`src/rtl/mux24_arbiter.sv`:
```
// mux24_arbiter: round-robin arbiter driving a registered 2:1 mux path with a bounded hold time
module mux24_arbiter #(
  parameter int WIDTH    = 4,
  parameter int MAX_HOLD = 4
) (
  input  logic             clk,
  input  logic             rst_n,
  input  logic             req_a_i,
  input  logic             req_b_i,
  input  logic [0:WIDTH-1] a_i,
  input  logic [0:WIDTH-1] b_i,
  output logic             gnt_a_o,
  output logic             gnt_b_o,
  output logic             select_o,
  output logic [0:WIDTH-1] y_o,
  output logic             y_valid_o
);
  localparam int HW = (MAX_HOLD > 1) ? $clog2(MAX_HOLD) : 1;
  localparam logic [HW-1:0] HOLD_MAX = HW'(MAX_HOLD - 1);
  typedef enum logic [1:0] {IDLE, GRANT_A, GRANT_B} state_t;
  state_t           state_q, state_d;
  logic             last_q, last_d;
  logic [HW-1:0]    hold_q, hold_d;
  logic [0:WIDTH-1] y_q, y_d;
  logic             y_valid_q, y_valid_d;
  logic [HW-1:0]    hold_inc;
  assign hold_inc  = (hold_q == HOLD_MAX) ? hold_q : hold_q + HW'(1);
  assign gnt_a_o   = (state_q == GRANT_A);
  assign gnt_b_o   = (state_q == GRANT_B);
  assign select_o  = gnt_b_o;
  assign y_o       = y_q;
  assign y_valid_o = y_valid_q;
  always_comb begin
    state_d = state_q;
    hold_d  = hold_q;
    last_d  = last_q;
    case (state_q)
      IDLE:
        state_d = (req_a_i && req_b_i) ? (last_q ? GRANT_A : GRANT_B) :
                  req_a_i ? GRANT_A : req_b_i ? GRANT_B : IDLE;
      GRANT_A:
        if (!req_a_i) state_d = req_b_i ? GRANT_B : IDLE;
        else if (req_b_i && hold_q == HOLD_MAX) state_d = GRANT_B;
        else hold_d = hold_inc;
      GRANT_B:
        if (!req_b_i) state_d = req_a_i ? GRANT_A : IDLE;
        else if (req_a_i && hold_q == HOLD_MAX) state_d = GRANT_A;
        else hold_d = hold_inc;
      default: state_d = IDLE;
    endcase
    // a fresh owner starts its hold window from zero
    if (state_d != state_q && state_d != IDLE) begin
      hold_d = '0;
      last_d = (state_d == GRANT_B);
    end
  end
  always_comb begin
    y_d       = y_q;
    y_valid_d = 1'b0;
    if (gnt_a_o && req_a_i) begin
      y_d       = a_i;
      y_valid_d = 1'b1;
    end else if (gnt_b_o && req_b_i) begin
      y_d       = b_i;
      y_valid_d = 1'b1;
    end
  end
  always_ff @(posedge clk or negedge rst_n) begin
    if (!rst_n) begin
      state_q   <= IDLE;
      last_q    <= 1'b1;
      hold_q    <= '0;
      y_q       <= '0;
      y_valid_q <= 1'b0;
    end else begin
      state_q   <= state_d;
      last_q    <= last_d;
      hold_q    <= hold_d;
      y_q       <= y_d;
      y_valid_q <= y_valid_d;
    end
  end
endmodule

```
`config.mk`:
```
export PLATFORM = sky130hd
export DESIGN_NAME = mux24_arbiter
export DESIGN_NICKNAME = d
export VERILOG_FILES = /design/src/rtl/mux24_arbiter.sv
export SDC_FILE = /design/constraint.sdc
export NUM_CORES = 1
export LEC_CHECK = 0
export BUFFER_PORTS_ARGS = -buffer_cell sky130_fd_sc_hd__buf_2
export CORE_MARGIN = 2
export CORE_UTILIZATION = 30
export CTS_CLUSTER_DIAMETER = 120
export DETAILED_ROUTE_END_ITERATION = 16
export PLACE_DENSITY = 0.62
export SLEW_MARGIN = 20
export SYNTH_ARGS = -nofsm -noshare
export SYNTH_HDL_FRONTEND = slang
export SYNTH_SLANG_ARGS = --single-unit
```
`constraint.sdc`:
```
create_clock -name clk -period 3 [get_ports clk]
set_input_delay 0.15 -clock clk [delete_from_list [all_inputs] [get_ports clk]]
set_output_delay 0.15 -clock clk [all_outputs]
set_load 0.01 [all_outputs]
```
After elaboration in Yosys (flattened, before gate mapping)
Index checks and enable logic that the tools add are counted.
- reduce and logical (&&, ||, !) cells: 11
- muxes and demuxes: 21
- eq/ne operators: 9
- $add $sub $neg: 1
- operators by type and width (operator ; count):
    two-way mux 2 bit ; 14
    != test 3 x 2 -> 1 bit (second input constant) ; 4
    two-way mux 4 bit ; 2
    == test 2 bit (second input constant) ; 3
    logical AND 1 bit ; 6
    case mux 2 bit (3 select lines) ; 1
    AND reduction 5 bit ; 1
    case mux 2 bit (2 select lines) ; 1
    nonzero test 2 bit ; 2
    two-way mux 1 bit ; 3
    nonzero test 3 bit ; 1
    adder 2 x 1 -> 2 bit (second input constant) ; 1
    == test 2 x 1 -> 1 bit (second input constant) ; 1
    zero test 2 bit ; 1
    != test 2 bit ; 1
- flip-flop bits (word level): 10
- word-level logic and storage cells: 47
- bits of input ports: 12

Depth between registers and ports, before layout
Gate-level depths: netlist (run 1).
- depth after elaboration: 9
- mapped depth: 8
- gate-level depth less buffers: 7

Worst setup path before layout (run 1)
No wires, ideal clock.
- kind: register -> register
- from: register state_q[1]
- to: register hold_q[0]
- stages on the path, launching flop included: 8
- data arrival time: 1659 ps
- path buffers: 0
- setup slack: 1214 ps
- setup time: 127 ps
- path through: dfrtp_1 > inv_1 > ha_1 > a21oi_1 > a311oi_2 > o31a_1 > o32ai_2 > nor2_1
- RTL lines (item ; RTL line ; source):
    start, declared ; 21 ; state_t state_q, state_d;
    start signal, assigned ; 76 ; state_q <= state_d;
    == test 2 x 1 -> 1 bit * ; -- ;
    net gnt_a_o ; 12 ; output logic gnt_a_o,
    case mux 2 bit (3 select lines) ; 37 ; case (state_q)
    != test 2 bit or nonzero test 2 bit (tied branches) ; 52 ; if (state_d != state_q && state_d != IDLE) begin
    logical AND 1 bit ; 52 ;
    != test 3 x 2 -> 1 bit (no source line) or nonzero test 3 bit (tied branches) ; -- ;
    AND reduction 5 bit (no source line) ; -- ;
    end signal, assigned ; 78 ; hold_q <= hold_d;
    end, declared ; 23 ; logic [HW-1:0] hold_q, hold_d;
Mark *: on every way through the listed nets, which the timed path passes. The rest lies on a longest branch.
A chain may end at the register's enable or synchronous reset.

Worst setup path in the final report (run 1)
- from: register state_q[1]
- to: register hold_q[1]
- cells in the longest elaborated chain, start to end: 7
- ends and longest elaborated chain (item ; RTL line):
    two-way mux 2 bit, on equally long branches ; 47, 43
    two-way mux 2 bit, on equally long branches ; 46, 42
    case mux 2 bit (3 select lines) ; 37
    != test 2 bit or nonzero test 2 bit (tied branches) ; 52
    logical AND 1 bit ; 52
    != test 3 x 2 -> 1 bit (no source line) or nonzero test 3 bit (tied branches) ; --
    AND reduction 5 bit (no source line) ; --
Several ways; a longest one is shown, not always the timed one.

==> results of run 1 <==
==> synthesized netlist by cell type, drive strengths merged, types with 2 or more instances <==
library cell,instances,area [sq um]
dfrtp,9,225
mux2i,5,50.1
nor2,12,45.0
nand2,9,36.3
nand3,2,10.0
a21oi,5,25.0
ha,5,62.6
o21ai,3,15.0
inv,6,22.5
==> what timing repair did <==
item,CTS,global route
hold endpoints to repair,10,0
hold buffers,1,0
setup buffers,0,0
endpoints found under the setup margin,0,0
==> power groups by stage <==
stage / Combinational [mW] / Clock (mW) / Sequential [mW]
after CTS: 0.443 / 0.101 / 0.253
final: 0.436 / 0.0941 / 0.252
after detailed placement: 0.439 / 0 / 0.255
after floorplan: 0.322 / 0 / 0.261
after global placement: 0.439 / 0 / 0.252
after global routing: 0.506 / 0.105 / 0.263
==> metrics by stage <==
| step | cell area, sq um | setup slack, ns | utilization, % | total power [mW] |
|---|---|---|---|---|
| 3_5_place_dp | 813 | 0.978 | 37.1 | 0.694 |
| 4_1_cts | 850 | 0.968 | 38.8 | 0.797 |
| 3_3_place_gp | 813 | 0.967 | 37.1 | 0.691 |
| 6_report | 850 | 1.00 | 38.8 | 0.782 |
| 5_1_grt | 850 | 0.792 | 38.8 | 0.875 |
| 2_1_floorplan | 694 | 1.21 | - | 0.582 |
==> how the worst min path moves through the flow <==
| stage | end | slack, ns | depth (start not counted) |
|---|---|---|---|
| final | y_o[2]$_DFFE_PN0P_ | 0.14 | 3 |
| after global routing | y_o[0]$_DFFE_PN0P_ | 0.17 | 3 |
| after CTS | y_o[2]$_DFFE_PN0P_ | 0.13 | 3 |
| after detailed placement | y_o[0]$_DFFE_PN0P_ | 0.03 | 1 |
| after global placement | y_o[1]$_DFFE_PN0P_ | 0.02 | 1 |
| after floorplan | hold_q[0]$_DFFE_PN0P_ | -0.15 | 0 |
==> final cells by class <==
cell class	count	area (sq um)	share of cell area, %
inverters	6	22.5	2.65
clock buffers	4	26.3	3.09
repair buffers	20	105	12.4
multi-input cells	59	409	48.2
well taps	28	35.0	4.12
flip-flops and latches	10	251	29.6
==> sequential cells by signal, summed over array words and instances, names as in the netlist <==
register	flops
hold_q	2
last_q	1
state_q	2
y_o	4
y_valid_o	1
==> critical path, stage by stage (launching register included) <==
cell,delay [ns]
dfrtp_1,0.48
inv_1,0.15
ha_1,0.29
nand2_1,0.31
nand2_1,0.11
o311a_1,0.31
o32ai_2,0.15
nor2_1,0.08
==> per-layer routing <==
layer | up-vias | wire [microns] | track usage, %
li1 | 317 | - | -
met1 | 290 | 650 | 17.8
met2 | 23 | 639 | 19.2
met3 | 0 | 91 | 1.72
met4 | 0 | 0 | 3.95
met5 | - | 0 | 0
==> kinds of logic after synthesis <==
kind of cell,share of synthesized area (%)
flip-flops,36.2
AO/OA/AOI/OAI,21.6
buffers and inverters,4.86
adder cells (fa/ha/maj),9.01
multiplexers,7.21
XOR/XNOR,1.26
AND/OR/NAND/NOR,19.8
==> impl_metrics.json, run 1 <==
{
  "gp_congestion": 0.822,
  "final_cell_mix": "buf_2 (19), nor2_1 (12), dfrtp_1 (9)",
  "avgSynthCellArea_sq_um": 9.02,
  "syn_inst": 77,
  "worstPathArrival_ns": 2.14,
  "cts_buffer_depth": 2,
  "start_util_pct": 31.7,
  "synthFlopType": "dfrtp_1",
  "fmax_mhz": 501,
  "syn_to_final_growth_pct": 22.3,
  "p_int_mw": 0.450,
  "drive_above_1_share_pct": 28.3,
  "wirelength_microns": 1380,
  "clock-root-buffer": "clkbuf_4",
  "finalSetupViolCount": 0,
  "clkPwrFrac_pct": 12.0,
  "hold_start": "a_i[2]",
  "setup.worst_path.end": "hold_q[1]$_DFFE_PN0P_",
  "grt_pass1_wl_microns": 2580,
  "worstPathRequired_ns": 3.14,
  "maxCapViolations": 0,
  "ctsResizeCount": 0,
  "clk_latency_ns": 0.26,
  "p_leak_nw": 0.428,
  "grt_pass1_vias": 606,
  "pin_count": 20,
  "via_per_inst": 4.96,
  "endpoint_kind": "flip-flop",
  "syn_nets": 94,
  "ir_drop_mv": 0.431,
  "clock-sinks": 10,
  "die_w_microns": 52.1,
  "finalNonFillerCells": 127,
  "rsz0062_at_grt": "false",
  "finalCritPeriodShare_pct": 66.5,
  "finalHoldViolCount": 0,
  "path_clk_slew_ns": 0.07,
  "grt-ovfl-total": 0,
  "combPwrFrac_pct": 55.8,
  "yosysWarnings": 0,
  "worstPathMaxFanout": 12,
  "core_area_sq_um": 2190,
  "vias": 630,
  "fin_tns_setup_ns": 0,
  "worstHoldPathType": "in -> reg",
  "rows": 17,
  "grt_max_degree": 13,
  "r2r-end": "hold_q[1]$_DFFE_PN0P_",
  "drc": 0,
  "relSlewSlack_pct": 69.5,
  "chipHeight_microns": 52.1,
  "ys_async_sr_fraction_pct": 100,
  "r2r_cells": 7,
  "dieArea_sq_um": 2720,
  "ant_nets": 0,
  "drt_iter0_markers": 8,
  "switching_share_pct": 42.5,
  "antenna_found_initial": 0,
  "h-tree-depth": 1,
  "port_buffers": 19,
  "crit_path_start": "state_q[1]$_DFF_PN0_",
  "cp-start-kind": "flip-flop",
  "finClkSkew_ns": 0.00541,
  "sequentialPowerShare_pct": 32.2,
  "holdWs_ns": 0.143,
  "tritoncts": "yes",
  "power_density_nw_per_um2": 921,
  "grt_use_total_pct": 12.5,
  "synth-seq-area-share_pct": 36.2,
  "worst-slew-pin-transition_ns": 0.457,
  "period_minus_slack_ns": 2.00,
  "regToRegStartpoint": "state_q[1]$_DFF_PN0_",
  "n_fill_cell": 224,
  "numCtsBuffers": 3,
  "synth_edf_count": 0,
  "ys_types": 32,
  "r2r_slack_ns": 1.00,
  "slew_viol_final": 0,
  "wl_per_cell_microns": 10.9,
  "outcome": "complete, no violations",
  "diodes": 0,
  "nets": 117,
  "dp.cells": 122,
  "hpwl_microns": 1110,
  "firstDrtPassIters": 4,
  "synthesis.area_sq_um": 694,
  "critical_path_class": "reg -> reg",
  "final_common_cell": "buf_2",
  "synth-seq-cells": 10,
  "p_sw_mw": 0.333
}
(Power assumes the default switching activity.)
==> run 2, diff against run 1 <==
--- a/config.mk
+++ b/config.mk
@@ -5,12 +5,13 @@
 export SDC_FILE = /design/constraint.sdc
 export NUM_CORES = 1
 export LEC_CHECK = 0
+export ABC_AREA = 1
 export BUFFER_PORTS_ARGS = -buffer_cell sky130_fd_sc_hd__buf_2
 export CORE_MARGIN = 2
 export CORE_UTILIZATION = 30
 export CTS_CLUSTER_DIAMETER = 120
 export DETAILED_ROUTE_END_ITERATION = 16
-export PLACE_DENSITY = 0.62
+export PLACE_DENSITY = 0.63
 export SLEW_MARGIN = 20
 export SYNTH_ARGS = -nofsm -noshare
 export SYNTH_HDL_FRONTEND = slang
==> constraint.sdc (replaced) <==
create_clock -name clk -period 1.9 [get_ports clk]
set_input_delay 0.095 -clock clk [delete_from_list [all_inputs] [get_ports clk]]
set_output_delay 0.095 -clock clk [all_outputs]
set_load 0.01 [all_outputs]
==> impl_metrics.json, run 2 <==
{
  "grt_max_degree": 11,
  "start_util_pct": 32.3,
  "h-tree-depth": 1,
  "clk_latency_ns": 0.26,
  "maxCapViolations": 0,
  "core_area_sq_um": 1980,
  "rsz0062_at_grt": "false",
  "hpwl_microns": 1030,
  "drt_iter0_markers": 6,
  "via_per_inst": 4.48,
  "wirelength_microns": 1330,
  "yosysMostFrequentCell": "nand2_1",
  "slew_viol_final": 0,
  "critical_path_class": "reg -> reg",
  "hold_start": "a_i[2]",
  "yosysTopAreaCell": "dfrtp_1",
  "regToRegStartpoint": "state_q[1]$_DFF_PN0_",
  "wl_per_cell_microns": 10.2,
  "dieArea_sq_um": 2520,
  "finalHoldViolCount": 0,
  "relSlewSlack_pct": 84.1,
  "cp-start-kind": "flip-flop",
  "dp.cells": 125,
  "pin_count": 20,
  "ys_types": 17,
  "die_w_microns": 50.2,
  "postCtsSetupBuffers": 0,
  "largest_register_ffs": 4,
  "final_cell_mix": "buf_2 (19), nand2_1 (16), inv_1 (11)",
  "synth_commonest_cells": "nand2_1 (16), inv_1 (11), dfrtp_1 (9), nand3_1 (9)",
  "clkPwrFrac_pct": 15.2,
  "final_util_pct": 40.8,
  "rows": 16,
  "p_sw_mw": 0.541,
  "p_leak_nw": 0.434,
  "grt_use_total_pct": 12.3,
  "synth-seq-area-share_pct": 39.3,
  "worstHoldPathType": "in -> reg",
  "avgSynthCellArea_sq_um": 7.99,
  "yosysWarnings": 0,
  "gp_congestion": 0.756,
  "worstPathMaxFanout": 7,
  "syn_to_final_growth_pct": 26.6,
  "worst-slew-pin-transition_ns": 0.239,
  "synth_edf_count": 0,
  "vias": 582,
  "worstPathRequired_ns": 2.05,
  "drc": 0,
  "synthFlopType": "dfrtp_1",
  "switching_share_pct": 42.8,
  "drive_above_1_share_pct": 34.0,
  "power_density_nw_per_um2": 1560,
  "outcome": "complete, no violations",
  "finish.instance_area_sq_um": 810,
  "dp_slack_ns": 0.165,
  "clock-sinks": 10,
  "chipHeight_microns": 50.2,
  "port_buffers": 19,
  "syn_nets": 97,
  "post_dp_cell_area_sq_um": 761,
  "ant_nets": 0,
  "numCtsBuffers": 3,
  "firstDrtPassIters": 4,
  "synth-seq-cells": 10,
  "finalCritPeriodShare_pct": 90.0,
  "nets": 121,
  "cts_buffer_depth": 2,
  "grt_pass1_wl_microns": 2360,
  "endpoint_kind": "flip-flop",
  "syn_inst": 80,
  "finalNonFillerCells": 130,
  "synth_top_area_share_pct": 35.2,
  "final_common_cell": "buf_2",
  "ys_async_sr_fraction_pct": 100,
  "synthTopCellsByArea": "dfrtp_1 (35%), ha_1 (9.8%), nand2_1 (9.4%)",
  "finClkSkew_ns": 0.00629,
  "period_minus_slack_ns": 1.71,
  "p_int_mw": 0.724,
  "fin_tns_setup_ns": 0,
  "antenna_found_initial": 0,
  "combPwrFrac_pct": 53.4,
  "grt_pass1_vias": 558,
  "holdWs_ns": 0.0694,
  "worstPathArrival_ns": 1.86,
  "sequentialPowerShare_pct": 31.4,
  "fmax_mhz": 585,
  "clock-root-buffer": "clkbuf_4",
  "ir_drop_mv": 0.466,
  "finalSetupViolCount": 0,
  "path_clk_slew_ns": 0.07,
  "synthesis.area_sq_um": 639,
  "power.total_mw": 1.26,
  "fin_ws_ns": 0.190,
  "tritoncts": "yes",
  "diodes": 0,
  "grt-ovfl-total": 0,
  "crit_path_start": "state_q[1]$_DFF_PN0_"
}
[run 2: cell count changes in the layout (fill, tap and decap cells not counted), moves of 2 or more]
cell / delta
nand2_4: +2
nand2_2: +5
inv_1: +5
nor2_1: -6
nand3_1: +7
nand2_1: +8
mux2i_1: -5
o21ai_1: -2
o21ai_0: +3
[run 2: cell families (layout without fill, tap and decap cells)]
logic type	count (synthesis)	in the layout	share of synthesized area, %
and+or+nand+nor	42	42	33.1
adders and majority gates	5	5	9.78
AOI/OAI and AO/OA	9	9	7.04
xor gates and xnor gates	1	1	1.37
DFF	10	10	39.3
muxes	1	1	1.76
buffers and inverters	12	35	7.63
[run 2: what timing repair did]
action	in CTS	in global routing
endpoints found under the setup margin	0	1
endpoints found under the hold margin	10	0
gates resized for setup	0	1
hold buffers	1	0
[run 2: cell type report]
cell class              instances  area, sq um
clock buffers                   4         36.3
repair buffers                 20          105
inverters                      11         41.3
flip-flops and latches         10          251
fillers                       205         1170
well taps                      27         33.8
multi-input cells              58          342
[run 2: final timing paths]
path / end / slack (ns) / cells past startpoint
max: hold_q[0]$_DFFE_PN0P_ / 0.19 / 12
min: y_o[2]$_DFFE_PN0P_ / 0.07 / 3
max reg2reg: hold_q[0]$_DFFE_PN0P_ / 0.19 / 12
min reg2reg: last_q$_DFFE_PN1N_ / 0.48 / 2
max in group asynchronous: last_q$_DFFE_PN1N_ / 1.41 / 2
min in group asynchronous: y_o[0]$_DFFE_PN0P_ / 0.23 / 2
[run 2: power groups by stage]
stage | registers [mW] | clock network (mW) | logic [mW]
6_report | 0.397 | 0.193 | 0.675
5_1_grt | 0.413 | 0.217 | 0.780
4_1_cts | 0.399 | 0.198 | 0.679
3_5_place_dp | 0.403 | 0 | 0.674
3_3_place_gp | 0.400 | 0 | 0.662
2_1_floorplan | 0.418 | 0 | 0.481
[run 2: worst max-delay path: stages, from the launching register on]
cell	delay [ns]
dfrtp_1	0.45
inv_1	0.09
ha_1	0.27
nand2_4	0.14
nand2_4	0.09
nand3_1	0.10
nand3_2	0.07
nand2_2	0.08
nand2_1	0.08
nand2_2	0.08
nand2_2	0.06
nand2_2	0.06
nor2_1	0.04
[run 2: layer usage]
layer / global-route usage (%) / vias to the layer above / routed length [microns]
met3: 4.46 / 0 / 80
li1: - / 302 / -
met4: 4.17 / 0 / 0
met1: 15.0 / 263 / 601
met2: 20.0 / 17 / 644
met5: 0 / - / 0
==> run 3, diff against run 2 <==
--- a/config.mk
+++ b/config.mk
@@ -11,8 +11,8 @@
 export CORE_UTILIZATION = 30
 export CTS_CLUSTER_DIAMETER = 120
 export DETAILED_ROUTE_END_ITERATION = 16
-export PLACE_DENSITY = 0.63
-export SLEW_MARGIN = 20
+export PLACE_DENSITY = 0.65
+export REMOVE_ABC_BUFFERS = 1
 export SYNTH_ARGS = -nofsm -noshare
 export SYNTH_HDL_FRONTEND = slang
 export SYNTH_SLANG_ARGS = --single-unit
==> constraint.sdc (replaced) <==
create_clock -name clk -period 1.4 [get_ports clk]
set_input_delay 0.07 -clock clk [delete_from_list [all_inputs] [get_ports clk]]
set_output_delay 0.07 -clock clk [all_outputs]
set_load 0.01 [all_outputs]
==> impl_metrics.json, run 3 (synthesis gave the netlist of run 2 again) <==
{
  "hpwl_microns": 1070,
  "sequentialPowerShare_pct": 25.0,
  "power_density_nw_per_um2": 2220,
  "seq_area_sq_um": 253,
  "clock-sinks": 10,
  "r2r_cells": 8,
  "p_sw_mw": 0.882,
  "relSlewSlack_pct": 84.9,
  "fin_tns_setup_ns": -0.0958,
  "finalSetupViolCount": 3,
  "grt-ovfl-total": 0,
  "cpPeakStageDelay_ns": 0.40,
  "pin_count": 20,
  "cp-start-kind": "flip-flop",
  "antenna_found_initial": 0,
  "dieArea_sq_um": 2520,
  "firstDrtPassIters": 4,
  "holdPathStages": 3,
  "clk_latency_ns": 0.26,
  "grt_max_degree": 11,
  "path_delay_family": "flip-flops",
  "cp_slowest_cell": "dfrtp_2",
  "fmax_mhz": 689,
  "p_leak_nw": 0.503,
  "cts_buffer_depth": 2,
  "outcome": "complete, but fails checks",
  "multiInputGateArea_sq_um": 412,
  "final_cell_mix": "buf_2 (19), nand2_1 (13), buf_4 (13)",
  "worst-slew-pin-transition_ns": 0.224,
  "fin_ws_ns": -0.0513,
  "rows": 16,
  "critical_path_class": "reg -> reg",
  "grt_pass1_vias": 525,
  "path_clk_slew_ns": 0.06,
  "final_common_cell": "buf_2",
  "wl_per_cell_microns": 9.45,
  "numCtsBuffers": 3,
  "path_cells": "inv_2, ha_4, buf_4, nand2_2, nand4_1, mux2_4, inv_2, nor2_1",
  "worstPathArrival_ns": 1.61,
  "power.total_mw": 2.17,
  "cp_num_buf_inv": 3,
  "slew_viol_final": 0,
  "worstHoldPathType": "in -> reg",
  "gp_congestion": 0.845,
  "grt_pass1_wl_microns": 2190,
  "drc": 0,
  "ir_drop_mv": 1.19,
  "via_per_inst": 4.40,
  "largest_register_ffs": 4,
  "n_fill_cell": 193,
  "die_w_microns": 50.2,
  "core_area_sq_um": 1980,
  "drt_iter0_markers": 6,
  "clkPwrFrac_pct": 11.3,
  "switching_share_pct": 40.6,
  "finClkSkew_ns": 0.00485,
  "start_util_pct": 32.3,
  "vias": 629,
  "grt_use_total_pct": 11.7,
  "cp.depth": 8,
  "ant_nets": 0,
  "port_buffers": 19,
  "worstPathMaxFanout": 4,
  "combPwrFrac_pct": 63.6,
  "crit_top_cell": "inv_2",
  "violations": "negative setup slack",
  "h-tree-depth": 1,
  "finalHoldViolCount": 0,
  "finalCritPeriodShare_pct": 104,
  "wirelength_microns": 1350,
  "period_minus_slack_ns": 1.45,
  "worstPathRequired_ns": 1.56,
  "endpoint_kind": "flip-flop",
  "tritoncts": "yes",
  "p_int_mw": 1.29,
  "clock-root-buffer": "clkbuf_4",
  "maxCapViolations": 0,
  "drive_above_1_share_pct": 58.6,
  "rsz0062_at_grt": "true",
  "syn_to_final_growth_pct": 53.0,
  "diodes": 0,
  "chipHeight_microns": 50.2,
  "nets": 134
}
==> run 3: cell types whose count changed in the layout (fill, tap and decap cells not counted), moves of 2 or more <==
cell,before,now
buf_4,0,13
ha_1,4,2
ha_4,0,2
inv_1,11,5
inv_2,0,6
nand2_1,16,13
nand2_2,6,8
nand3_1,9,6
nand3_2,1,4
nor2_1,6,2
nor2_2,0,4
==> run 3: final timing paths <==
path                                           start               endpoint  slack [ns]
worst max-delay path            state_q[0]$_DFF_PN0_  hold_q[1]$_DFFE_PN0P_       -0.05
worst min-delay path                          a_i[3]     y_o[3]$_DFFE_PN0P_        0.06
worst max register to register  state_q[0]$_DFF_PN0_  hold_q[1]$_DFFE_PN0P_       -0.05
worst min register to register    last_q$_DFFE_PN1N_     last_q$_DFFE_PN1N_        0.49
max in group asynchronous                      rst_n     last_q$_DFFE_PN1N_        0.96
min in group asynchronous                      rst_n     y_o[2]$_DFFE_PN0P_        0.19
==> run 3: worst min-delay path: stages <==
cell and delay (ns):
buf_2 0.09, nand2_1 0.05, a21oi_1 0.06
==> run 3: layout make-up <==
cell class	instances	share of cell area [%]
repair buffers	33	20.7
well taps	27	3.45
clock buffers	4	3.71
flip-flops and latches	10	25.8
inverters	11	4.22
multi-input cells	58	42.1
==> run 3: power groups by stage <==
stage | Clock (mW) | Combinational, mW | Sequential (mW)
2_1_floorplan | 0 | 0.635 | 0.568
3_3_place_gp | 0 | 1.13 | 0.523
3_5_place_dp | 0 | 1.14 | 0.527
4_1_cts | 0.256 | 1.19 | 0.536
5_1_grt | 0.281 | 1.54 | 0.570
6_report | 0.246 | 1.38 | 0.544
==> run 3: through the flow <==
| step | hold WS [ns] | cells | worst slack [ns] | cell area [sq um] | utilization [%] |
|---|---|---|---|---|---|
| after CTS | 0.0446 | 140 | -0.0908 | 907 | 45.8 |
| final | 0.0574 | 143 | -0.0513 | 978 | 49.4 |
| after floorplan | -0.226 | 79 | -0.218 | 632 | - |
| after global routing | 0.0423 | 143 | -0.131 | 978 | 49.4 |
| after global placement | -0.0615 | 135 | -0.117 | 836 | 42.2 |
| after detailed placement | -0.0656 | 135 | -0.149 | 836 | 42.2 |
==> run 3: repair_timing <==
item	4_1_cts	5_1_grt
endpoints found under the setup margin	5	9
endpoints found under the hold margin	10	0
resized for setup	5	20
pin swaps	0	1
hold buffers	1	0
setup buffers	0	3
==> run 3: per-layer routing <==
| layer | vias to the layer above | part of all wire (%) | GRT usage (%) | wire [microns] |
|---|---|---|---|---|
| met5 | - | 0 | 0 | 0 |
| met4 | 0 | 0 | 2.78 | 0 |
| met3 | 0 | 5.1 | 5.36 | 69 |
| met2 | 11 | 54 | 18.4 | 724 |
| met1 | 290 | 41 | 14.5 | 559 |
| li1 | 328 | - | - | - |
